<file path="src/rtl/hpm_counter_csr.sv">
// Zicntr/Zihpm counter CSR block: cycle, instret, time pass-through,
// NUM_HPM programmable event counters, event selectors and mcountinhibit.
//
// Ports:
//   clk, rst            clock, synchronous active-high reset
//   csr_valid/addr/     CSR request, registered on the cycle it arrives;
//   funct3/src/src_nz/  decoded and committed on the following edge
//   rd_nz
//   retire_inst         one instruction retired this cycle
//   wall_time           external real-time counter (read via time/timeh)
//   hpm_event           per-cycle event strobes, selector v counts bit v-1
//   csr_resp_valid      response strobe, one cycle after csr_valid
//   csr_rdata           old CSR value (0 when no read or on exception)
//   csr_exception       illegal-instruction flag for the responded request
//   hpm_overflow        wrap pulses: [0] cycle, [1] instret, [2+i] hpm i
module hpm_counter_csr #(
    parameter int NUM_HPM    = 3,
    parameter int NUM_EVENTS = 8,
    parameter int CNT_WIDTH  = 64
) (
    input  logic                  clk,
    input  logic                  rst,
    input  logic                  csr_valid,
    input  logic [11:0]           csr_addr,
    input  logic [2:0]            csr_funct3,
    input  logic [31:0]           csr_src,
    input  logic                  csr_src_nz,
    input  logic                  csr_rd_nz,
    input  logic                  retire_inst,
    input  logic [63:0]           wall_time,
    input  logic [NUM_EVENTS-1:0] hpm_event,
    output logic                  csr_resp_valid,
    output logic [31:0]           csr_rdata,
    output logic                  csr_exception,
    output logic [NUM_HPM+1:0]    hpm_overflow
);

    localparam int EW  = $clog2(NUM_EVENTS + 1);
    localparam int EVW = 1 << EW;
    localparam logic [CNT_WIDTH-1:0] CNT_ONE = CNT_WIDTH'(1);
    localparam logic [31:0] INH_MASK =
        32'h5 | (((32'd1 << NUM_HPM) - 32'd1) << 3);

    // Registered request
    logic        req_v;
    logic [11:0] req_addr;
    logic [2:0]  req_f3;
    logic [31:0] req_src;
    logic        req_src_nz;
    logic        req_rd_nz;

    always_ff @(posedge clk) begin
        if (rst) begin
            req_v <= 1'b0;
        end else begin
            req_v <= csr_valid;
        end
    end

    always_ff @(posedge clk) begin
        if (csr_valid) begin
            req_addr   <= csr_addr;
            req_f3     <= csr_funct3;
            req_src    <= csr_src;
            req_src_nz <= csr_src_nz;
            req_rd_nz  <= csr_rd_nz;
        end
    end

    // Architectural state
    logic [CNT_WIDTH-1:0] cyc_cnt;
    logic [CNT_WIDTH-1:0] ir_cnt;
    logic [CNT_WIDTH-1:0] hpm_cnt [NUM_HPM];
    logic [EW-1:0]        evt_sel [NUM_HPM];
    logic [31:0]          inhibit;

    // Address decode
    logic [4:0] lo5;
    logic [4:0] hidx;
    logic       hi;
    logic       is_u;
    logic       is_m;
    logic       is_e;
    logic       hpm_in;
    logic       sel_cyc;
    logic       sel_tim;
    logic       sel_ir;
    logic       sel_hpm;
    logic       sel_evt;
    logic       sel_inh;
    logic       mapped;
    logic       f3_ok;
    logic       op_rw;
    logic       wr_req;
    logic       exc;
    logic       we;
    logic       rd_ok;

    assign lo5    = req_addr[4:0];
    assign hidx   = lo5 - 5'd3;
    assign hi     = req_addr[7];
    assign hpm_in = (lo5 >= 5'd3) && (int'(hidx) < NUM_HPM);

    // Cxx/Bxx counter windows: 00..1F and 80..9F
    assign is_u = (req_addr[11:8] == 4'hC) && (req_addr[6:5] == 2'b00);
    assign is_m = (req_addr[11:8] == 4'hB) && (req_addr[6:5] == 2'b00);
    // 0x320..0x33F: mcountinhibit and mhpmevent
    assign is_e = (req_addr[11:5] == 7'b0011001);

    assign sel_cyc = (is_u | is_m) && (lo5 == 5'd0);
    assign sel_tim = is_u && (lo5 == 5'd1);
    assign sel_ir  = (is_u | is_m) && (lo5 == 5'd2);
    assign sel_hpm = (is_u | is_m) && hpm_in;
    assign sel_evt = is_e && hpm_in;
    assign sel_inh = is_e && (lo5 == 5'd0);
    assign mapped  = sel_cyc | sel_tim | sel_ir | sel_hpm | sel_evt | sel_inh;

    always_comb begin
        f3_ok = 1'b0;
        case (req_f3)
            3'b001, 3'b010, 3'b011,
            3'b101, 3'b110, 3'b111: f3_ok = 1'b1;
            default:                f3_ok = 1'b0;
        endcase
    end

    assign op_rw  = (req_f3[1:0] == 2'b01);
    assign wr_req = op_rw | req_src_nz;
    // User aliases are read-only: any op that would write traps
    assign exc    = ~mapped | ~f3_ok | (is_u & wr_req);
    assign we     = req_v & ~exc & wr_req;
    assign rd_ok  = ~op_rw | req_rd_nz;

    // Old value and merged write value
    logic [63:0]          old64;
    logic [63:0]          wr64;
    logic [31:0]          old32;
    logic [31:0]          new32;
    logic [CNT_WIDTH-1:0] wr_cnt;

    always_comb begin
        old64 = '0;
        if (sel_cyc) old64 = 64'(cyc_cnt);
        if (sel_ir)  old64 = 64'(ir_cnt);
        if (sel_tim) old64 = wall_time;
        for (int i = 0; i < NUM_HPM; i++) begin
            if (sel_hpm && int'(hidx) == i) old64 = 64'(hpm_cnt[i]);
        end
        old32 = hi ? old64[63:32] : old64[31:0];
        for (int i = 0; i < NUM_HPM; i++) begin
            if (sel_evt && int'(hidx) == i) old32 = 32'(evt_sel[i]);
        end
        if (sel_inh) old32 = inhibit;
    end

    always_comb begin
        case (req_f3[1:0])
            2'b10:   new32 = old32 | req_src;
            2'b11:   new32 = old32 & ~req_src;
            default: new32 = req_src;
        endcase
    end

    // Half-write keeps the other 32 bits of the counter
    assign wr64   = hi ? {new32, old64[31:0]} : {old64[63:32], new32};
    assign wr_cnt = wr64[CNT_WIDTH-1:0];

    // Increment enables
    logic [EVW-1:0]     ev_ext;
    logic [NUM_HPM-1:0] hpm_inc;
    logic [NUM_HPM-1:0] hpm_wr;
    logic               cyc_inc;
    logic               ir_inc;
    logic               cyc_wr;
    logic               ir_wr;

    // Bit 0 and bits above NUM_EVENTS stay 0, so selector 0 and
    // out-of-range selectors never count.
    always_comb begin
        ev_ext = '0;
        ev_ext[NUM_EVENTS:1] = hpm_event;
    end

    always_comb begin
        hpm_inc = '0;
        hpm_wr  = '0;
        for (int i = 0; i < NUM_HPM; i++) begin
            hpm_inc[i] = ev_ext[evt_sel[i]] & ~inhibit[3+i];
            hpm_wr[i]  = we & sel_hpm & (int'(hidx) == i);
        end
    end

    assign cyc_inc = ~inhibit[0];
    assign ir_inc  = retire_inst & ~inhibit[2];
    assign cyc_wr  = we & sel_cyc;
    assign ir_wr   = we & sel_ir;

    always_ff @(posedge clk) begin
        if (rst) begin
            cyc_cnt      <= '0;
            ir_cnt       <= '0;
            inhibit      <= '0;
            hpm_overflow <= '0;
            for (int i = 0; i < NUM_HPM; i++) begin
                hpm_cnt[i] <= '0;
                evt_sel[i] <= '0;
            end
        end else begin
            if (cyc_wr) begin
                cyc_cnt <= wr_cnt;
            end else if (cyc_inc) begin
                cyc_cnt <= cyc_cnt + CNT_ONE;
            end
            if (ir_wr) begin
                ir_cnt <= wr_cnt;
            end else if (ir_inc) begin
                ir_cnt <= ir_cnt + CNT_ONE;
            end
            hpm_overflow[0] <= ~cyc_wr & cyc_inc & (&cyc_cnt);
            hpm_overflow[1] <= ~ir_wr & ir_inc & (&ir_cnt);
            for (int i = 0; i < NUM_HPM; i++) begin
                if (hpm_wr[i]) begin
                    hpm_cnt[i] <= wr_cnt;
                end else if (hpm_inc[i]) begin
                    hpm_cnt[i] <= hpm_cnt[i] + CNT_ONE;
                end
                hpm_overflow[2+i] <= ~hpm_wr[i] & hpm_inc[i] & (&hpm_cnt[i]);
                if (we && sel_evt && int'(hidx) == i) begin
                    evt_sel[i] <= new32[EW-1:0];
                end
            end
            if (we && sel_inh) begin
                inhibit <= new32 & INH_MASK;
            end
        end
    end

    // Response
    always_ff @(posedge clk) begin
        if (rst) begin
            csr_resp_valid <= 1'b0;
            csr_rdata      <= '0;
            csr_exception  <= 1'b0;
        end else begin
            csr_resp_valid <= req_v;
            csr_rdata      <= (req_v && !exc && rd_ok) ? old32 : 32'd0;
            csr_exception  <= req_v & exc;
        end
    end

endmodule

</file>
<file path="config.mk">
export PLATFORM = sky130hd
export DESIGN_NAME = hpm_counter_csr
export DESIGN_NICKNAME = d
export VERILOG_FILES = /design/src/rtl/hpm_counter_csr.sv
export SDC_FILE = /design/constraint.sdc
export NUM_CORES = 1
export LEC_CHECK = 0
export CAP_MARGIN = 5
export CORE_MARGIN = 3
export CORE_UTILIZATION = 50
export DETAILED_ROUTE_END_ITERATION = 6
export PLACE_DENSITY = 0.67
export REMOVE_ABC_BUFFERS = 1
export SYNTH_ARGS = -nofsm -noshare
export SYNTH_HDL_FRONTEND = slang
export SYNTH_SLANG_ARGS = --single-unit
</file>
<file path="constraint.sdc">
create_clock -name clk -period 21.5 [get_ports clk]
set_input_delay 2.15 -clock clk [delete_from_list [all_inputs] [get_ports clk]]
set_output_delay 2.15 -clock clk [all_outputs]
set_load 0.03 [all_outputs]
</file>
==> results by group, run 1 <==
Yosys
  • Post-synth EDFFs: 252
  • Mapped cell area: 27480 sq um
  • Ys flop type: edfxtp_1
  • Cell variety after synth: 96
  • Synth top area cells: edfxtp_1 28%, dfxtp_1 13%, a211oi_1 6.0%
  • Warnings, synthesis: 0
  • Mapped Avg Cell Area: 8.996 sq um
  • Synth top cells by count: 416 x nor2_1, 256 x nand2_1, 252 x edfxtp_1, 218 x a211oi_1, 175 x xnor2_1
  • Top-count cell post-synth: nor2_1
  • Mapped Cells: 3054
  • Synth Register Bits: 425
  • Synth top area share: 27.54%
  • Sequential area share after synthesis: 40.15%
  • Post-synthesis async set-or-reset flop share: 0%
  • Cell taking the most area after synthesis: edfxtp_1

Critical path
  • Critical path required time: 21940 ps
  • Crit path DAT: 6390 ps
  • CP Max Fanout: 63
  • Critical Path Max Stage Delay: 730 ps
  • Crit. End Element: register
  • Slowest CP cell: nand2b_2
  • FF-to-FF End: hpm_cnt[2][17]$_DFFE_PP_
  • Worst r2r path cells: 14
  • Critical path launch point type: register
  • CP top delay family: buffers and inverters
  • FF-to-FF setup slack: 15550 ps
  • Worst path cell trace: inv_1, ha_1, buf_4, clkinv_1, buf_4, nor4_4, buf_4, buf_4, o311a_1, nand2_1, a21o_4, nand2b_2, buf_4, o22ai_1
  • CP Depth: 14
  • Most used cell, CP: buf_4
  • Critical R2R Launch: req_addr[1]$_DFFE_PP_
  • Crit path buf inv count: 7
  • CP Class: reg2reg

Floorplan
  • Full die area: 57800 sq um
  • CORE AREA: 54130 sq um
  • Starting Density: 50.75%
  • Die H: 240.4 um
  • Core Rows: 85
  • Die X: 240.4 um
  • I/O Pins: 164

Clocking
  • Total CTS buffers: 50
  • CTS clock-pin slew for the worst setup and hold paths: 60 ps
  • H-tree levels: 2
  • Num Clock Sinks: 425
  • Post-CTS setup buffers: 0
  • CTS Hold Buffers Added: 0
  • CTS resizes: 0
  • Clk buf depth: 3
  • Clock Latency Late Sink: 630 ps
  • CTS tree: yes
  • CTS root buffer: clkbuf_16

STA
  • Final Max Slew Viols: 0
  • Setup Viol. Count Final: 0
  • Unrepaired setup endpoints after global routing: false
  • Highest Clock Rate: 167.9 MHz
  • Clock Skews: 28.16 ps
  • Hold Violations, Final: 0
  • Slew HR: 8.419%
  • Worst-Margin Slew: 1369 ps
  • Crit share post-route: 27.70%
  • Final setup TNS: 0 ps
  • Crit path time final: 5954 ps
  • Final hold slack: 503.5 ps

Global routing
  • Tot GR Track Use: 37.72%
  • Vias in the first global route: 25670
  • Gr ovfl total: 0
  • First-pass GRT wire length: 162.7 mm
  • Initial antenna violation count: 3
  • Largest net degree at the start of global routing: 97

Placement
  • Port buffer count: 162
  • Post-DP HPWL: 74.55 mm
  • GPL Wtd Cong: 0.9703

Final layout
  • Share of cells above drive strength 1: 8.660%
  • Fill count: 4766
  • Synth-to-Final Area Change: 13.95%
  • Nets: 3258
  • Reg area: 11030 sq um
  • Area of the multi-input gates: 15460 sq um

Hold path
  • Cells on Worst Hold Path: 1
  • Hold Startpoint: req_v$_SDFF_PP0_
  • HP Class: reg2reg
  • Hold EP: csr_resp_valid$_SDFF_PP0_

Power
  • Total Power: 2.100 mW
  • Design internal power: 1.514 mW
  • Pwr per Cell Area: 67.06 nW/um^2
  • Worst VDD drop: 0.05885 mV
  • Logic pwr share: 11.8%
  • Clock power share: 42.0%
  • Sequential Power Share: 46.2%
  • Sw frac: 27.88%
  • Psw: 0.5853 mW
  • Leak: 10.31 nW

Detailed routing
  • DR vias/cell: 6.933
  • Routed Antenna Nets: 0
  • Via Count: 26770
  • Iteration count of the initial detailed-routing pass: 7
  • 1st-iter DRT viols: 3723
  • Final WL: 111.5 mm
  • Drt wl/cell: 28.87 um
  • Post-route DRC: 6

Status
  • Outcome: finished, violations left
  • Failing checks: DRC

Job
  • Max-Cap Viols: 0
[flip-flops by register name, summed over array words and instances, names as in the netlist]
register	cells
csr_resp_valid	1
req_f3	2
inhibit	5
req_addr	12
evt_sel	12
hpm_overflow	5
req_src	32
csr_exception	1
cyc_cnt	64
ir_cnt	64
req_v	1
req_rd_nz	1
hpm_cnt	192
csr_rdata	32
req_src_nz	1
[worst max path at each step]
stage                                      from                           to  slack (ps)
final                     req_addr[1]$_DFFE_PP_     hpm_cnt[2][17]$_DFFE_PP_       15550
after global routing      req_addr[1]$_DFFE_PP_     hpm_cnt[2][47]$_DFFE_PP_       15400
after global placement             hpm_event[4]     hpm_cnt[2][15]$_DFFE_PP_       15570
after detailed placement           hpm_event[6]     hpm_cnt[2][42]$_DFFE_PP_       15490
after CTS                 req_addr[1]$_DFFE_PP_     hpm_cnt[2][42]$_DFFE_PP_       15750
after floorplan           req_addr[1]$_DFFE_PP_  hpm_cnt[1][0]$_SDFFCE_PP0P_       12450
[final cells by class]
class                   count  area share, %
multi-input cells        2378          49.39
flip-flops and latches    425          35.23
repair buffers            224          6.654
clock buffers              80          5.179
well taps                 696          2.782
inverters                  44         0.5275
clock inverters            13         0.2278
diodes                      1       0.007993
[through the flow]
stage	cells	instance area [sq um]	util, %	worst slack (ps)
after floorplan	2847	26520	-	12450
after global placement	3767	29610	54.70	15570
after global routing	3860	31310	57.83	15400
final	3861	31310	57.83	15550
after detailed placement	3767	29610	54.70	15490
after CTS	3860	31310	57.83	15750
[per-layer routing]
layer  vias to the layer above  global-route usage (%)  wire length [um]
met5                         -                       0                33
met4                         4                   22.77              7726
met3                       463                   9.326             14400
met2                      1896                   57.09             47980
met1                     12780                   48.80             41310
li1                      11620                       -                 -
[layout by cell type (no fill, tap or decap), drive strengths merged, types with 10 or more instances in the layout]
| master | count |
|---|---|
| nor2 | 418 |
| nand2 | 256 |
| a211oi | 256 |
| edfxtp | 252 |
| xnor2 | 175 |
| dfxtp | 173 |
| clkdlybuf4s50 | 160 |
| xor2 | 133 |
| nand3 | 122 |
| o22ai | 104 |
| o21ai | 98 |
| nand4 | 96 |
| a21oi | 82 |
| clkbuf | 80 |
| a22oi | 72 |
| and3 | 70 |
| buf | 64 |
| nor3 | 57 |
| mux2i | 51 |
| inv | 43 |
| and4 | 36 |
| nand2b | 34 |
| and2 | 25 |
| a221oi | 22 |
| nor4 | 19 |
| o211ai | 18 |
| a31oi | 17 |
| o21a | 15 |
| clkinv | 13 |
| nor2b | 12 |
| a21o | 11 |
| ha | 10 |
[cell families after synthesis]
logic type	count (synthesis)	synth area share [%]
AOI/OAI and AO/OA	803	21.82
xor gates and xnor gates	308	9.818
adders and majority gates	10	0.4554
buffers and inverters	251	4.094
DFF	425	40.15
muxes	63	2.473
and+or+nand+nor	1194	21.19
[power by group through the flow]
| stage | Sequential (mW) | Clock [mW] | Combinational [mW] |
|---|---|---|---|
| after floorplan | 0.971 | 0 | 0.134 |
| after global placement | 0.982 | 0 | 0.233 |
| after detailed placement | 0.984 | 0 | 0.236 |
| after CTS | 0.967 | 0.887 | 0.238 |
| after global routing | 0.975 | 0.916 | 0.257 |
| final | 0.970 | 0.883 | 0.247 |
(Power assumes the default switching activity.)
==> inputs of run 2 (changes only) <==
- clock period: 21.5 -> 5.5 ns (I/O delays scaled with it)
==> run 2 against run 1 <==
- the run now ends clean
- combinational power increased to 4.0 times the previous value
- clock skew decreased by 12 ps
- clock power grew to 3.7 times the previous value
- flip-flop and latch count did not move
- non-clock buffer count rose by 27
- global-route usage up 1.6 points
- core utilization rose by 0.38 points
- sequential share of layout area fell by 0.23 points
- first-iteration DRC count fell by 0.43%
- fmax grew 22%
- final cell count is 0.73% higher
- register-to-register slack got worse by 15000 ps
- largest cell class unchanged
- largest power group unchanged
==> results by group, run 2 (same netlist as run 1, synthesis figures left out) <==
Clocking
  • CTS tree: yes
  • CTS Hold Buffers Added: 0 (unchanged)
  • Post-CTS setup buffers: 0 (unchanged)
  • CTS clock-pin slew for the worst setup and hold paths: 60 ps (about the same)
  • CTS resizes: 0 (unchanged)
  • Clk buf depth: 3 (unchanged)
  • Total CTS buffers: 51 (+2.0%)
  • H-tree levels: 2 (unchanged)
  • CTS root buffer: clkbuf_16
  • Num Clock Sinks: 425 (unchanged)
  • Clock Latency Late Sink: 620 ps (about the same)

Global routing
  • Gr ovfl total: 0 (unchanged)
  • First-pass GRT wire length: 168.5 mm (+3.5%)
  • Largest net degree at the start of global routing: 99 (+2.1%)
  • Vias in the first global route: 25640 (-0.12%)
  • Tot GR Track Use: 39.35% (+1.6 points)
  • Initial antenna violation count: 1 (-2)

Power
  • Design internal power: 5.806 mW (+280%)
  • Sequential Power Share: 47.0% (+0.8 points)
  • Clock power share: 40.7% (-1.3 points)
  • Psw: 2.278 mW (+290%)
  • Sw frac: 28.18% (+0.30 points)
  • Leak: 10.41 nW (+0.97%)
  • Pwr per Cell Area: 256.6 nW/um^2 (+280%)
  • Worst VDD drop: 0.2331 mV (+300%)
  • Logic pwr share: 12.3% (+0.5 points)

Floorplan
  • Full die area: 57800 sq um (unchanged)
  • I/O Pins: 164 (unchanged)
  • Core Rows: 85 (unchanged)
  • CORE AREA: 54130 sq um (unchanged)
  • Starting Density: 50.75% (unchanged)
  • Die H: 240.4 um (unchanged)
  • Die X: 240.4 um (unchanged)

STA
  • Unrepaired setup endpoints after global routing: false
  • Worst Slack Setup Final: 609.2 ps (-14940 ps)
  • Clock Skews: 16.44 ps (-11.72 ps)
  • Slew HR: 18.33% (+9.9 points)
  • Final setup TNS: 0 ps (unchanged)
  • Hold Violations, Final: 0 (unchanged)
  • Crit share post-route: 88.92% (+61 points)
  • Worst-Margin Slew: 1216 ps (-153.0 ps)
  • Setup Viol. Count Final: 0 (unchanged)
  • Crit path time final: 4891 ps (-1064 ps)
  • Final Max Slew Viols: 0 (unchanged)
  • Highest Clock Rate: 204.5 MHz (+22%)
  • Final hold slack: 458.0 ps (-45.54 ps)

Placement
  • Port buffer count: 162 (unchanged)
  • Post-Place Worst Slack: 877.8 ps (-14610 ps)
  • Post-DP HPWL: 79.77 mm (+7.0%)
  • GPL Wtd Cong: 0.9682 (-0.22%)

Critical path
  • Critical path required time: 5830 ps (-16110 ps)
  • Critical R2R Launch: req_addr[1]$_DFFE_PP_
  • Worst r2r path cells: 12 (-2)
  • Worst path cell trace: inv_1, ha_1, nor4bb_1, nand3_1, buf_4, nand2_1, buf_4, o21ai_0, mux2i_1, a21o_1, a2bb2oi_1, o22ai_1
  • Crit path DAT: 5220 ps (-1170 ps)
  • FF-to-FF End: hpm_cnt[2][23]$_DFFE_PP_
  • Crit. End Element: register
  • Most used cell, CP: buf_4
  • Crit path buf inv count: 3 (-4)
  • Critical Path Max Stage Delay: 800 ps (+70 ps)
  • CP top delay family: simple AND/OR/NAND/NOR gates
  • Slowest CP cell: nor4bb_1
  • FF-to-FF setup slack: 610 ps (-14940 ps)
  • CP Class: reg2reg
  • Critical path launch point type: register
  • CP Max Fanout: 26 (-59%)

Final layout
  • Synth-to-Final Area Change: 14.69%
  • Fill count: 4796 (+0.63%)
  • Final Util: 58.21% (+0.38 points)
  • Top reg by flops: hpm_cnt
  • Reg area: 11030 sq um (unchanged)
  • Largest regs: hpm_cnt x192, cyc_cnt x64, ir_cnt x64
  • Largest register FFs: 192 (unchanged)
  • Nets: 3286 (+0.86%)
  • Leading cell type in the layout, fill and taps excluded: nor2_1
  • Share of cells above drive strength 1: 8.960% (+0.30 points)
  • Most frequent cells in the layout: 416 x nor2_1, 254 x nand2_1, 252 x edfxtp_1, 217 x a211oi_1, 175 x xnor2_1
  • Area of the multi-input gates: 15460 sq um (about the same)

Detailed routing
  • Post-route DRC: 0 (-6)
  • 1st-iter DRT viols: 3707 (-0.43%)
  • Routed Antenna Nets: 0 (unchanged)
  • Final WL: 116.3 mm (+4.4%)
  • DR vias/cell: 6.962 (+0.41%)
  • Iteration count of the initial detailed-routing pass: 7 (unchanged)
  • Drt wl/cell: 29.91 um (+3.6%)
  • Via Count: 27070 (+1.1%)

Status
  • Outcome: finished, final reports clean

Hold path
  • Cells on Worst Hold Path: 2 (+1)
  • Hold EP: req_v$_SDFF_PP0_
  • HP Class: in2reg
  • Hold Startpoint: rst

Job
  • Max-Cap Viols: 0 (unchanged)
-- run 2: area by class of cell --
type	count	area share [%]
inverter	44	0.5241
clock buffer	85	4.876
antenna	1	0.007941
multi-input combinational	2378	49.08
clock inverter	9	0.1350
tap	696	2.764
sequential	425	35.00
timing repair buffer	251	7.612
-- run 2: per-stage QoR --
step                cells  power (mW)  area (sq um)
CTS                  3888       8.058         31510
floorplan            2847       4.320         26520
global placement     3794       4.786         29930
detailed placement   3794       4.809         29930
finish               3889       8.085         31510
global route         3888       8.292         31510
-- run 2: worst max path at each step --
stage	cells after the start	to	start
after floorplan	8	hpm_cnt[1][0]$_SDFFCE_PP0P_	req_addr[1]$_DFFE_PP_
after detailed placement	9	hpm_cnt[2][16]$_DFFE_PP_	req_addr[0]$_DFFE_PP_
final	12	hpm_cnt[2][23]$_DFFE_PP_	req_addr[1]$_DFFE_PP_
after global routing	12	hpm_cnt[1][24]$_SDFFCE_PP0P_	req_addr[1]$_DFFE_PP_
after CTS	9	hpm_cnt[2][16]$_DFFE_PP_	req_addr[0]$_DFFE_PP_
after global placement	9	hpm_cnt[1][16]$_SDFFCE_PP0P_	req_addr[0]$_DFFE_PP_
-- run 2: metal layers --
metal / wire length, um / up-vias / part of all wire, % / global-route usage, %
met4: 7584 / 0 / 6.5 / 21.62
met5: 0 / - / 0 / 0
li1: - / 11660 / - / -
met2: 50370 / 1931 / 43 / 59.76
met3: 14570 / 466 / 13 / 10.32
met1: 43790 / 13020 / 38 / 51.25
-- run 2: power by group through the flow --
stage,clock [mW],combinational [mW],sequential (mW)
after floorplan,0,0.525,3.79
after global placement,0,0.945,3.84
after detailed placement,0,0.958,3.85
after CTS,3.31,0.962,3.79
after global routing,3.44,1.04,3.82
final,3.29,0.993,3.80
-- run 2: worst reg2reg max path: stages (launching register included) --
cell and delay, ps:
edfxtp_1 450, inv_1 120, ha_1 400, nor4bb_1 800, nand3_1 150, buf_4 310, nand2_1 440, buf_4 520
o21ai_0 170, mux2i_1 190, a21o_1 200, a2bb2oi_1 690, o22ai_1 170
